### src/rtl/spi_host_ctrl.sv
// spi_host_ctrl: mode-0 SPI initiator that runs one register write or read
// per accepted start. Frame is {rw, zero pad, addr} followed by REG_W data
// bits (wdata on a write, zeros on a read), MSB first. All outputs are
// registered; the FSM computes next values and a single register stage holds
// them, so nothing combinational reaches the pins.
module spi_host_ctrl #(
    parameter int CLK_DIV = 2,
    parameter int ADDR_W  = 3,
    parameter int REG_W   = 8
) (
    input  logic              clk,
    input  logic              rst,
    input  logic              start,
    input  logic              rw,
    input  logic [ADDR_W-1:0] addr,
    input  logic [REG_W-1:0]  wdata,
    output logic              busy,
    output logic              done,
    output logic [REG_W-1:0]  rdata,
    output logic              spi_cs_n,
    output logic              spi_clk,
    output logic              spi_mosi,
    input  logic              spi_miso
);

    localparam int FRAME_W = 8 + REG_W;
    localparam int CNT_W   = (CLK_DIV > 1) ? $clog2(CLK_DIV) : 1;
    localparam int BIT_W   = $clog2(FRAME_W + 1);
    localparam logic [CNT_W-1:0] CNT_LAST = CNT_W'(CLK_DIV - 1);
    localparam logic [BIT_W-1:0] BIT_LAST = BIT_W'(FRAME_W);

    typedef enum logic [2:0] {
        IDLE,
        SETUP,
        SHIFT,
        HOLD,
        GAP
    } state_t;

    state_t             state, state_nx;
    logic [CNT_W-1:0]   cnt, cnt_nx;
    logic [BIT_W-1:0]   bit_cnt, bit_cnt_nx;
    logic [FRAME_W-1:0] tx_sh, tx_sh_nx;
    logic [REG_W-1:0]   rx_sh, rx_sh_nx;
    logic               rw_q, rw_q_nx;
    logic               cs_n_nx, sclk_nx, mosi_nx, busy_nx, done_nx;
    logic [REG_W-1:0]   rdata_nx;
    logic [7:0]         cmd;
    logic [FRAME_W-1:0] frame;

    // Assemble the outgoing frame from the live request inputs.
    always_comb begin
        cmd    = 8'(addr);
        cmd[7] = rw;
        frame  = {cmd, (rw ? wdata : {REG_W{1'b0}})};
    end

    // Next-state and next-output logic; every phase lasts CLK_DIV cycles,
    // and a zero is shifted behind the frame so MOSI returns low after the
    // last falling edge.
    always_comb begin
        state_nx   = state;
        cnt_nx     = cnt;
        bit_cnt_nx = bit_cnt;
        tx_sh_nx   = tx_sh;
        rx_sh_nx   = rx_sh;
        rw_q_nx    = rw_q;
        cs_n_nx    = spi_cs_n;
        sclk_nx    = spi_clk;
        mosi_nx    = spi_mosi;
        busy_nx    = busy;
        done_nx    = 1'b0;
        rdata_nx   = rdata;
        case (state)
            IDLE: begin
                if (start) begin
                    state_nx = SETUP;
                    cnt_nx   = '0;
                    rw_q_nx  = rw;
                    tx_sh_nx = frame << 1;
                    mosi_nx  = frame[FRAME_W-1];
                    cs_n_nx  = 1'b0;
                    busy_nx  = 1'b1;
                end
            end
            SETUP: begin
                if (cnt == CNT_LAST) begin
                    state_nx   = SHIFT;
                    cnt_nx     = '0;
                    bit_cnt_nx = '0;
                    sclk_nx    = 1'b1;
                end else begin
                    cnt_nx = cnt + CNT_W'(1);
                end
            end
            SHIFT: begin
                if (cnt == CNT_LAST) begin
                    cnt_nx = '0;
                    if (spi_clk) begin
                        sclk_nx    = 1'b0;
                        rx_sh_nx   = (rx_sh << 1) | REG_W'(spi_miso);
                        mosi_nx    = tx_sh[FRAME_W-1];
                        tx_sh_nx   = tx_sh << 1;
                        bit_cnt_nx = bit_cnt + BIT_W'(1);
                    end else if (bit_cnt == BIT_LAST) begin
                        state_nx = HOLD;
                    end else begin
                        sclk_nx = 1'b1;
                    end
                end else begin
                    cnt_nx = cnt + CNT_W'(1);
                end
            end
            HOLD: begin
                if (cnt == CNT_LAST) begin
                    state_nx = GAP;
                    cnt_nx   = '0;
                    cs_n_nx  = 1'b1;
                    done_nx  = 1'b1;
                    if (!rw_q) begin
                        rdata_nx = rx_sh;
                    end
                end else begin
                    cnt_nx = cnt + CNT_W'(1);
                end
            end
            GAP: begin
                if (cnt == CNT_LAST) begin
                    state_nx = IDLE;
                    cnt_nx   = '0;
                    busy_nx  = 1'b0;
                end else begin
                    cnt_nx = cnt + CNT_W'(1);
                end
            end
            default: state_nx = IDLE;
        endcase
    end

    // State and output registers; reset drops the frame and parks the bus.
    always_ff @(posedge clk or posedge rst) begin
        if (rst) begin
            state    <= IDLE;
            cnt      <= '0;
            bit_cnt  <= '0;
            tx_sh    <= '0;
            rx_sh    <= '0;
            rw_q     <= 1'b0;
            spi_cs_n <= 1'b1;
            spi_clk  <= 1'b0;
            spi_mosi <= 1'b0;
            busy     <= 1'b0;
            done     <= 1'b0;
            rdata    <= '0;
        end else begin
            state    <= state_nx;
            cnt      <= cnt_nx;
            bit_cnt  <= bit_cnt_nx;
            tx_sh    <= tx_sh_nx;
            rx_sh    <= rx_sh_nx;
            rw_q     <= rw_q_nx;
            spi_cs_n <= cs_n_nx;
            spi_clk  <= sclk_nx;
            spi_mosi <= mosi_nx;
            busy     <= busy_nx;
            done     <= done_nx;
            rdata    <= rdata_nx;
        end
    end

endmodule

### config.mk
export PLATFORM = sky130hd
export DESIGN_NAME = spi_host_ctrl
export DESIGN_NICKNAME = d
export VERILOG_FILES = /design/src/rtl/spi_host_ctrl.sv
export SDC_FILE = /design/constraint.sdc
export NUM_CORES = 1
export LEC_CHECK = 0
export ABC_AREA = 1
export CORE_UTILIZATION = 59
export DETAILED_ROUTE_END_ITERATION = 6
export PLACE_DENSITY = 0.85
export SLEW_MARGIN = 25
export SYNTH_ARGS = -nofsm -noshare
export SYNTH_HDL_FRONTEND = slang
export SYNTH_SLANG_ARGS = --single-unit
### constraint.sdc
create_clock -name clk -period 3.3 [get_ports clk]
set_input_delay 0.825 -clock clk [delete_from_list [all_inputs] [get_ports clk]]
set_output_delay 0.825 -clock clk [all_outputs]
set_load 0.02 [all_outputs]
After elaboration in Yosys (flattened, before gate mapping). Index checks and enable logic that the tools add are counted.

Register bits: 47. Input port bits: 16. Output and inout bits: 13. Word-level logic and storage cells: 81.

Add/sub/neg operators: 2. Equal/unequal tests: 13. Muxes and demuxes: 35. Bitwise gates (word level): 2. Reductions and logical operators: 17.

Operators with widths (number): $mux 16 (3); $pmux 16 s2 (1); $mux 3 (7); $ne 2x2->1 const B (8); $mux 5 (3); $pmux 3 s5 (1); $reduce_and 3->1 (5); $mux 1 (13); $pmux 1 s2 (5); $pmux 5 s2 (1); $reduce_bool 2->1 (5); $mux 8 (1); $or 8x1->8 (1); $reduce_and 4->1 (2); $reduce_and 7->1 (1); $eq 3x2->1 const B (2); $add 5x1->5 const B (1); $eq 5x5->1 const B (1); $reduce_and 2->1 (2); $reduce_or 4->1 (1); $eq 3x1->1 const B (1); $eq 3x3->1 const B (1); $logic_not 3->1 (1); $add 1x1->1 const B (1); $not 1->1 (1).

Longest topological paths before layout. Gate-level depths: netlist (run 1).

Word-level depth: 5. Depth in mapped cells: 9. Gate-level depth less buffers: 9.

Worst setup path before layout (run 1). Ideal clock, no wire load.

Path type: input -> register. Start point: input start. End point: register tx_sh[2]. Library setup time: 0.116 ns. Data arrival time: 1.366 ns. Required time: 3.184 ns. Path slack: 1.818 ns. Stages: 7. Buffers on the path: 1. Cell sequence: nand3_1 -> nand2_2 -> o21ai_4 -> inv_2 -> buf_6 -> nand2_1 -> nand2_1.

Cells in the longest elaborated chain, start to end: 2.

RTL lines: start, declared (RTL line 13) `input logic start,`; $ne 2x2->1 (no line); $reduce_and 4->1 (no line); end signal, assigned (RTL line 159) `tx_sh <= tx_sh_nx;`; end, declared (RTL line 43) `logic [FRAME_W-1:0] tx_sh, tx_sh_nx;`.

Every way passes these cells. A chain may end at the register's enable or synchronous reset.

Worst setup path in the final report (run 1).
Start point: register spi_cs_n. End point: output spi_cs_n.

RTL lines: start, declared (RTL line 20) `output logic spi_cs_n,`; start signal, assigned (RTL line 162) `spi_cs_n <= cs_n_nx;`.

No word-level cell between the ends.

==> impl_results.md, run 1 <==
* Final hold violation count at 0
* Count of cells resized by post-cts repair at 0
* Yosys warns at 0
* Core region area at ~3700 µm²
* CP Capture Type: output port
* TritonCTS Sinks at 46
* Chip Height at around 64 µm
* Synth Instances at 267
* Unrepaired setup endpoints after global routing: no
* Full die area at about 4100 µm²
* Global-route wire length before repair at around 7.2 mm
* Delay-heaviest family, CP: buffers and inverters
* CP max FO at 2
* Filler Cells Inserted at 260
* EDFF count, synth at 0
* Worst clock skew at between 0.006 and 0.007 ns
* Seq cells post-synth at 46
* Fin crit period at between 2 and 2.5 ns
* Slew margin rel. at around three fifths
* Final worst slack at roughly 1.0 ns
* Yosys cell types at 27
* IO Count at 29
* Row cnt at 22
* Max incr delay on CP at 0.60 ns
* Post-CTS Hold Fix Bufs at 0
* Synth top area cells: dfrtp_1 (50%), nand2_1 (19%), o21ai_2 (4.2%)
* Post-Route Setup TNS at 0 ns
* CTS max path bufs at 2
* CP arrival at about 1.4 ns
* Max-capacitance violation count at 0
* Share of layout cells above drive strength 1 at around 13%
* Antenna violations before repair at 0
* Clk pwr share at between 10% and 20%
* Initial Utilization at 61.9%
* Number of port buffers at 28
* Synth top area share at 49.7%
* Crit share post-route at about two thirds
* Gate power share at around two fifths
* Syn_area_per_cell at between 8 and 9 µm²
* DR WL/cell at ~12 µm
* Net count reported at finish at 310
* Initial DRC count at around 120
* Total Wirelength at 4.19 mm
* CP Launch Type: flip-flop
* Internal Power at 1.30 mW
* Clk_lat worst skew at about 0.30 ns
* Max VDD drop at roughly 0.51 mV
* GP Congestion at ~0.84
* CTS tree: done
* Routed Antenna Nets at 0
* Critical path class: reg -> out
* Layout area overhead at 15.6%
* Register area at around 1200 µm²
* Seq pwr share at approximately two fifths
* Switching part of the total at a little over two fifths
* Switching power at between 0.9 and 1 mW
* Post-synthesis net count at ~290
* Reg clk slew, reported paths at roughly 0.09 ns
* Area occupied by multi-input gates at ~910 µm²
* Worst slack, placed at 1.05 ns
* WP data required at about 2.5 ns
* Post-Syn Area at 2270 µm²
* Final slew viol count at 0
* Die width at 64.0 µm
* Clock root cell: clkbuf_8
* Setup Fix Bufs, Post-CTS at 0
* Most common library cells after synthesis: nand2_1 (112), dfrtp_1 (45), inv_1 (23)
* Status: finished, final reports clean
* Number of global-route vias before repair at 1703
* DRC at 0
* Global-route usage over all layers at 23.1%
* Min-delay worst type: reg -> reg
* Routed vias at 1736
* Largest net degree at the start of global routing at 34
* Antenna cells at 0
* Cell breakdown of the critical path: clkdlybuf4s50_1
* FFs w/ async S/R, synth at 100%
* Worst Tran Pin Value at around 0.59 ns
* Hpwl dp at between 2 and 3 mm
* Leak at around 1.3 nW
* Total gr overflow at 0
* Peak Freq at around 440 MHz
* Top-count cell post-synth: nand2_1
* Final number of setup-violating endpoints at 0
* WP buf/inv at 1
* Drt first pass iters at 4
* H-tree depth at 2
* Vias per cell at between 5 and 6
* CTS Buf Count at 5
* Commonest register cell after synthesis: dfrtp_1
* Worst path slowest cell: clkdlybuf4s50_1
* Synth area leader: dfrtp_1
* Seq/Total Area, Yosys at 50.8%
* Power per cell area at 855 nW/µm²
kinds of logic (layout without fill, tap and decap cells):
kind of cell | after synthesis | in the layout | share of synthesized area (%)
flip-flops | 46 | 46 | 50.8
adder cells (fa/ha/maj) | 2 | 2 | 1.10
AO/OA/AOI/OAI | 31 | 31 | 9.49
AND/OR/NAND/NOR | 148 | 148 | 28.4
XOR/XNOR | 3 | 3 | 1.16
buffers and inverters | 37 | 63 | 9.00
power by group through the flow:
stage | Sequential, mW | Combinational (mW) | Clock [mW]
2_1_floorplan | 0.922 | 0.742 | 0
3_3_place_gp | 0.904 | 0.899 | 0
3_5_place_dp | 0.911 | 0.924 | 0
4_1_cts | 0.904 | 0.931 | 0.417
5_1_grt | 0.927 | 1.03 | 0.439
6_report | 0.905 | 0.923 | 0.412
final timing paths:
path,from,end,slack [ns],depth (start not counted)
worst max-delay path,spi_cs_n,spi_cs_n,1.04,1
worst min-delay path,rdata[7],rdata[7],0.48,2
worst max register to register,state[2],spi_mosi,1.41,6
worst min register to register,rdata[7],rdata[7],0.48,2
max in group asynchronous,rst,tx_sh[12],1.75,3
min in group asynchronous,rst,done,0.81,2
per-layer routing:
layer	wire [µm]	vias to the layer above	part of all wire [%]	GRT usage (%)
li1	-	877	-	-
met1	1870	822	45	28.0
met2	2100	29	50	39.8
met3	154	8	3.7	4.64
met4	70	0	1.7	10.2
met5	0	-	0	0
worst register-to-register path: stages, from the launching register on:
cell and delay, ns:
dfrtp_1 0.47, nor2_4 0.21, nand2_4 0.18, o21ai_4 0.53, inv_2 0.22, nand2_1 0.12, nand2_1 0.05
layout by cell type (no fill, tap or decap), types with 2 or more instances in the layout:
master,n
o21ai_1,8
nand2_1,112
nand3_1,17
nor2_4,3
inv_1,22
dfrtp_1,45
clkinv_2,2
nor2_1,8
inv_2,2
o21ai_0,7
clkdlybuf4s50_1,28
clkbuf_8,5
xor2_1,3
nand2_4,2
nand2_2,4
o21ai_2,11
ha_1,2
registers in the layout (all words and copies together), names as in the netlist:
register	cells
busy	1
tx_sh	15
cnt	1
spi_mosi	1
spi_clk	1
state	3
done	1
bit_cnt	5
rw_q	1
rdata	8
rx_sh	8
spi_cs_n	1
final cells by class:
cell class	count	share of cell area, %
Clock buffer	5	2.63
Sequential cell	46	44.0
Tap cell	48	2.29
Timing Repair Buffer	29	11.0
Multi-Input combinational cell	184	34.8
Clock inverter	3	1.53
Inverter	26	3.82
through the flow:
stage | util, % | area, µm² | instances | hold slack [ns] | power [mW]
after global placement | 68.6 | 2510 | 333 | 0.462 | 1.80
final | 71.6 | 2620 | 341 | 0.479 | 2.24
after detailed placement | 68.6 | 2510 | 333 | 0.463 | 1.83
after floorplan | - | 2270 | 267 | 0.449 | 1.66
after global routing | 71.6 | 2620 | 341 | 0.509 | 2.40
after CTS | 71.6 | 2620 | 341 | 0.483 | 2.25
No activity file was read; power rests on OpenSTA's default activity.
==> run 2: changes to the inputs <==
--- a/config.mk
+++ b/config.mk
@@ -6,9 +6,9 @@
 export NUM_CORES = 1
 export LEC_CHECK = 0
 export ABC_AREA = 1
-export CORE_UTILIZATION = 59
+export CORE_UTILIZATION = 49
 export DETAILED_ROUTE_END_ITERATION = 6
-export PLACE_DENSITY = 0.85
+export PLACE_DENSITY = 0.76
 export SLEW_MARGIN = 25
 export SYNTH_ARGS = -nofsm -noshare
 export SYNTH_HDL_FRONTEND = slang
==> constraint.sdc (replaced) <==
create_clock -name clk -period 1.9 [get_ports clk]
set_input_delay 0.475 -clock clk [delete_from_list [all_inputs] [get_ports clk]]
set_output_delay 0.475 -clock clk [all_outputs]
set_load 0.02 [all_outputs]
==> impl_results.md, run 2 (same netlist as run 1, synthesis figures left out) <==
* CP max FO at 2 (unchanged)
* Layout area overhead at 17.9% (was 15.6%)
* Worst path slowest cell: clkdlybuf4s50_1 (unchanged)
* Top reg by flops: tx_sh (unchanged)
* Placed Area at 2560 µm² (was 2510 µm²)
* Global-route wire length before repair at 6.89 mm (was 7.18 mm)
* Final slew viol count at 0 (unchanged)
* Post-CTS Hold Fix Bufs at 0 (unchanged)
* Core region area at 4410 µm² (was 3660 µm²)
* Min-delay worst type: reg -> reg (unchanged)
* Net count reported at finish at 314 (was 310)
* Hold path startpoint: tx_sh[11] (was rdata[7])
* Largest registers: tx_sh: 15 flops, rdata: 8 flops, rx_sh: 8 flops (unchanged)
* Most frequent cells in the layout: nand2_1 (112), dfrtp_1 (45), clkdlybuf4s50_1 (26) (was nand2_1 (112), dfrtp_1 (45), clkdlybuf4s50_1 (28))
* Full die area at 4900 µm² (was 4090 µm²)
* Commonest non-fill, non-tap cell in the layout: nand2_1 (unchanged)
* Antenna cells at 0 (unchanged)
* Vias per cell at 4.81 (was 5.09)
* Reg2reg start: state[2] (unchanged)
* Cell breakdown of the critical path: clkdlybuf4s50_1 (unchanged)
* Initial DRC count at 114 (was 119)
* Clock root cell: clkbuf_8 (unchanged)
* H-tree depth at 2 (unchanged)
* Leak at 1.33 nW (was 1.31 nW)
* Total Wirelength at 3.98 mm (was 4.19 mm)
* Reg2reg setup slack at 0.29 ns (was 1.41 ns)
* Crit share post-route at between 90 and 100%
* Power per cell area at 1490 nW/µm² (was 855 nW/µm²)
* Chip Height at 70.0 µm (was 64.0 µm)
* Antenna violations before repair at 0 (unchanged)
* Number of global-route vias before repair at 1537 (was 1703)
* Slew margin rel. at 67.8% (was 60.6%)
* Largest net degree at the start of global routing at 47 (was 34)
* CP Capture Type: output port (unchanged)
* Fin crit period at 1.76 ns
* Number of port buffers at 28 (unchanged)
* Clk_lat worst skew at 0.30 ns (about the same)
* GP Congestion at 0.794 (was 0.843)
* Area occupied by multi-input gates at 911 µm² (unchanged)
* CTS tree: done (unchanged)
* TritonCTS Sinks at 46 (unchanged)
* Design Area, Final at 2670 µm² (was 2620 µm²)
* Filler Cells Inserted at 387 (was 260)
* Max incr delay on CP at 0.61 ns (was 0.60 ns)
* Initial Utilization at 51.4% (was 61.9%)
* IO Count at 29 (unchanged)
* Share of layout cells above drive strength 1 at 13.8% (was 12.6%)
* Max reg flops at 15 (unchanged)
* Status: finished, final reports clean (unchanged)
* Final number of setup-violating endpoints at 0 (unchanged)
* Routed vias at 1678 (was 1736)
* Max-capacitance violation count at 0 (unchanged)
* Final hold violation count at 0 (unchanged)
* Reg clk slew, reported paths at 0.09 ns (about the same)
* Placed insts at 341 (was 333)
* Row cnt at 24 (was 22)
* Total gr overflow at 0 (unchanged)
* DR WL/cell at 11.4 µm (was 12.3 µm)
* Critical path class: reg -> out (unchanged)
* CTS max path bufs at 2 (unchanged)
* Post-Route Setup TNS at 0 ns (unchanged)
* Global-route usage over all layers at 17.8% (was 23.1%)
* Fin cells at 349 (was 341)
* R2R cell count at 6 (unchanged)
* Worst Tran Pin Value at 0.482 ns (was 0.589 ns)
* Register area at 1150 µm² (unchanged)
* Peak Freq at roughly 570 MHz
* Worst clock skew at 0.00382 ns (was 0.00692 ns)
* Worst Hold End: tx_sh[11] (was rdata[7])
* Routed Antenna Nets at 0 (unchanged)
* Max VDD drop at 0.869 mV (was 0.507 mV)
* Hpwl dp at 2.75 mm (was 2.89 mm)
* CP arrival at 1.29 ns (was 1.43 ns)
* CP Launch Type: flip-flop (unchanged)
* Unrepaired setup endpoints after global routing: no (unchanged)
* Hold path cells at 2 (unchanged)
* CTS Buf Count at 5 (unchanged)
* DRC at 0 (unchanged)
* Die width at 70.0 µm (was 64.0 µm)
* WP buf/inv at 1 (unchanged)
* WP data required at 1.42 ns (was 2.47 ns)
* Drt first pass iters at 4 (unchanged)
* Delay-heaviest family, CP: buffers and inverters (unchanged)
* Reg2reg end: tx_sh[4] (was spi_mosi)
## run 2: how the worst max path moves through the flow
stage	start	endpoint	slack, ns	cells after the start
global placement	start	tx_sh[2]	0.13	7
CTS	spi_mosi	spi_mosi	0.12	1
global route	spi_mosi	spi_mosi	0.08	1
finish	spi_mosi	spi_mosi	0.14	1
floorplan	rst	bit_cnt[0]	0.34	1
detailed placement	start	tx_sh[7]	0.11	7
## run 2: what timing repair did
action,4_1_cts,5_1_grt
setup buffers,0,0
resized for setup,2,0
endpoints found under the hold margin,0,0
setup endpoints to repair,2,0
## run 2: layout make-up
cell class	instances	share of cell area [%]
clock buffer	5	2.57
clock inverter	3	1.78
inverter	26	3.75
multi-input combinational	184	34.1
sequential	46	43.1
tap	52	2.43
timing repair buffer	33	12.3
## run 2: routing by layer
| layer | wire [µm] | GRT usage, % |
|---|---|---|
| met1 | 1930 | 25.6 |
| met2 | 1870 | 26.3 |
| met3 | 134 | 4.33 |
| met4 | 39 | 6.00 |
| met5 | 0 | 0 |
## run 2: power by group
part	internal [mW]	switching, mW	total [mW]
Sequential	1.31	0.257	1.56
Clock	0.402	0.363	0.764
Combinational	0.610	1.03	1.64
## run 2: metrics by stage
stage	hold WS [ns]	worst slack, ns	util [%]	power, mW
2_1_floorplan	0.449	0.339	-	2.89
3_3_place_gp	0.462	0.133	58.0	3.21
3_5_place_dp	0.465	0.115	58.0	3.25
4_1_cts	0.490	0.121	60.5	4.01
5_1_grt	0.508	0.0772	60.5	4.28
6_report	0.487	0.136	60.5	3.97
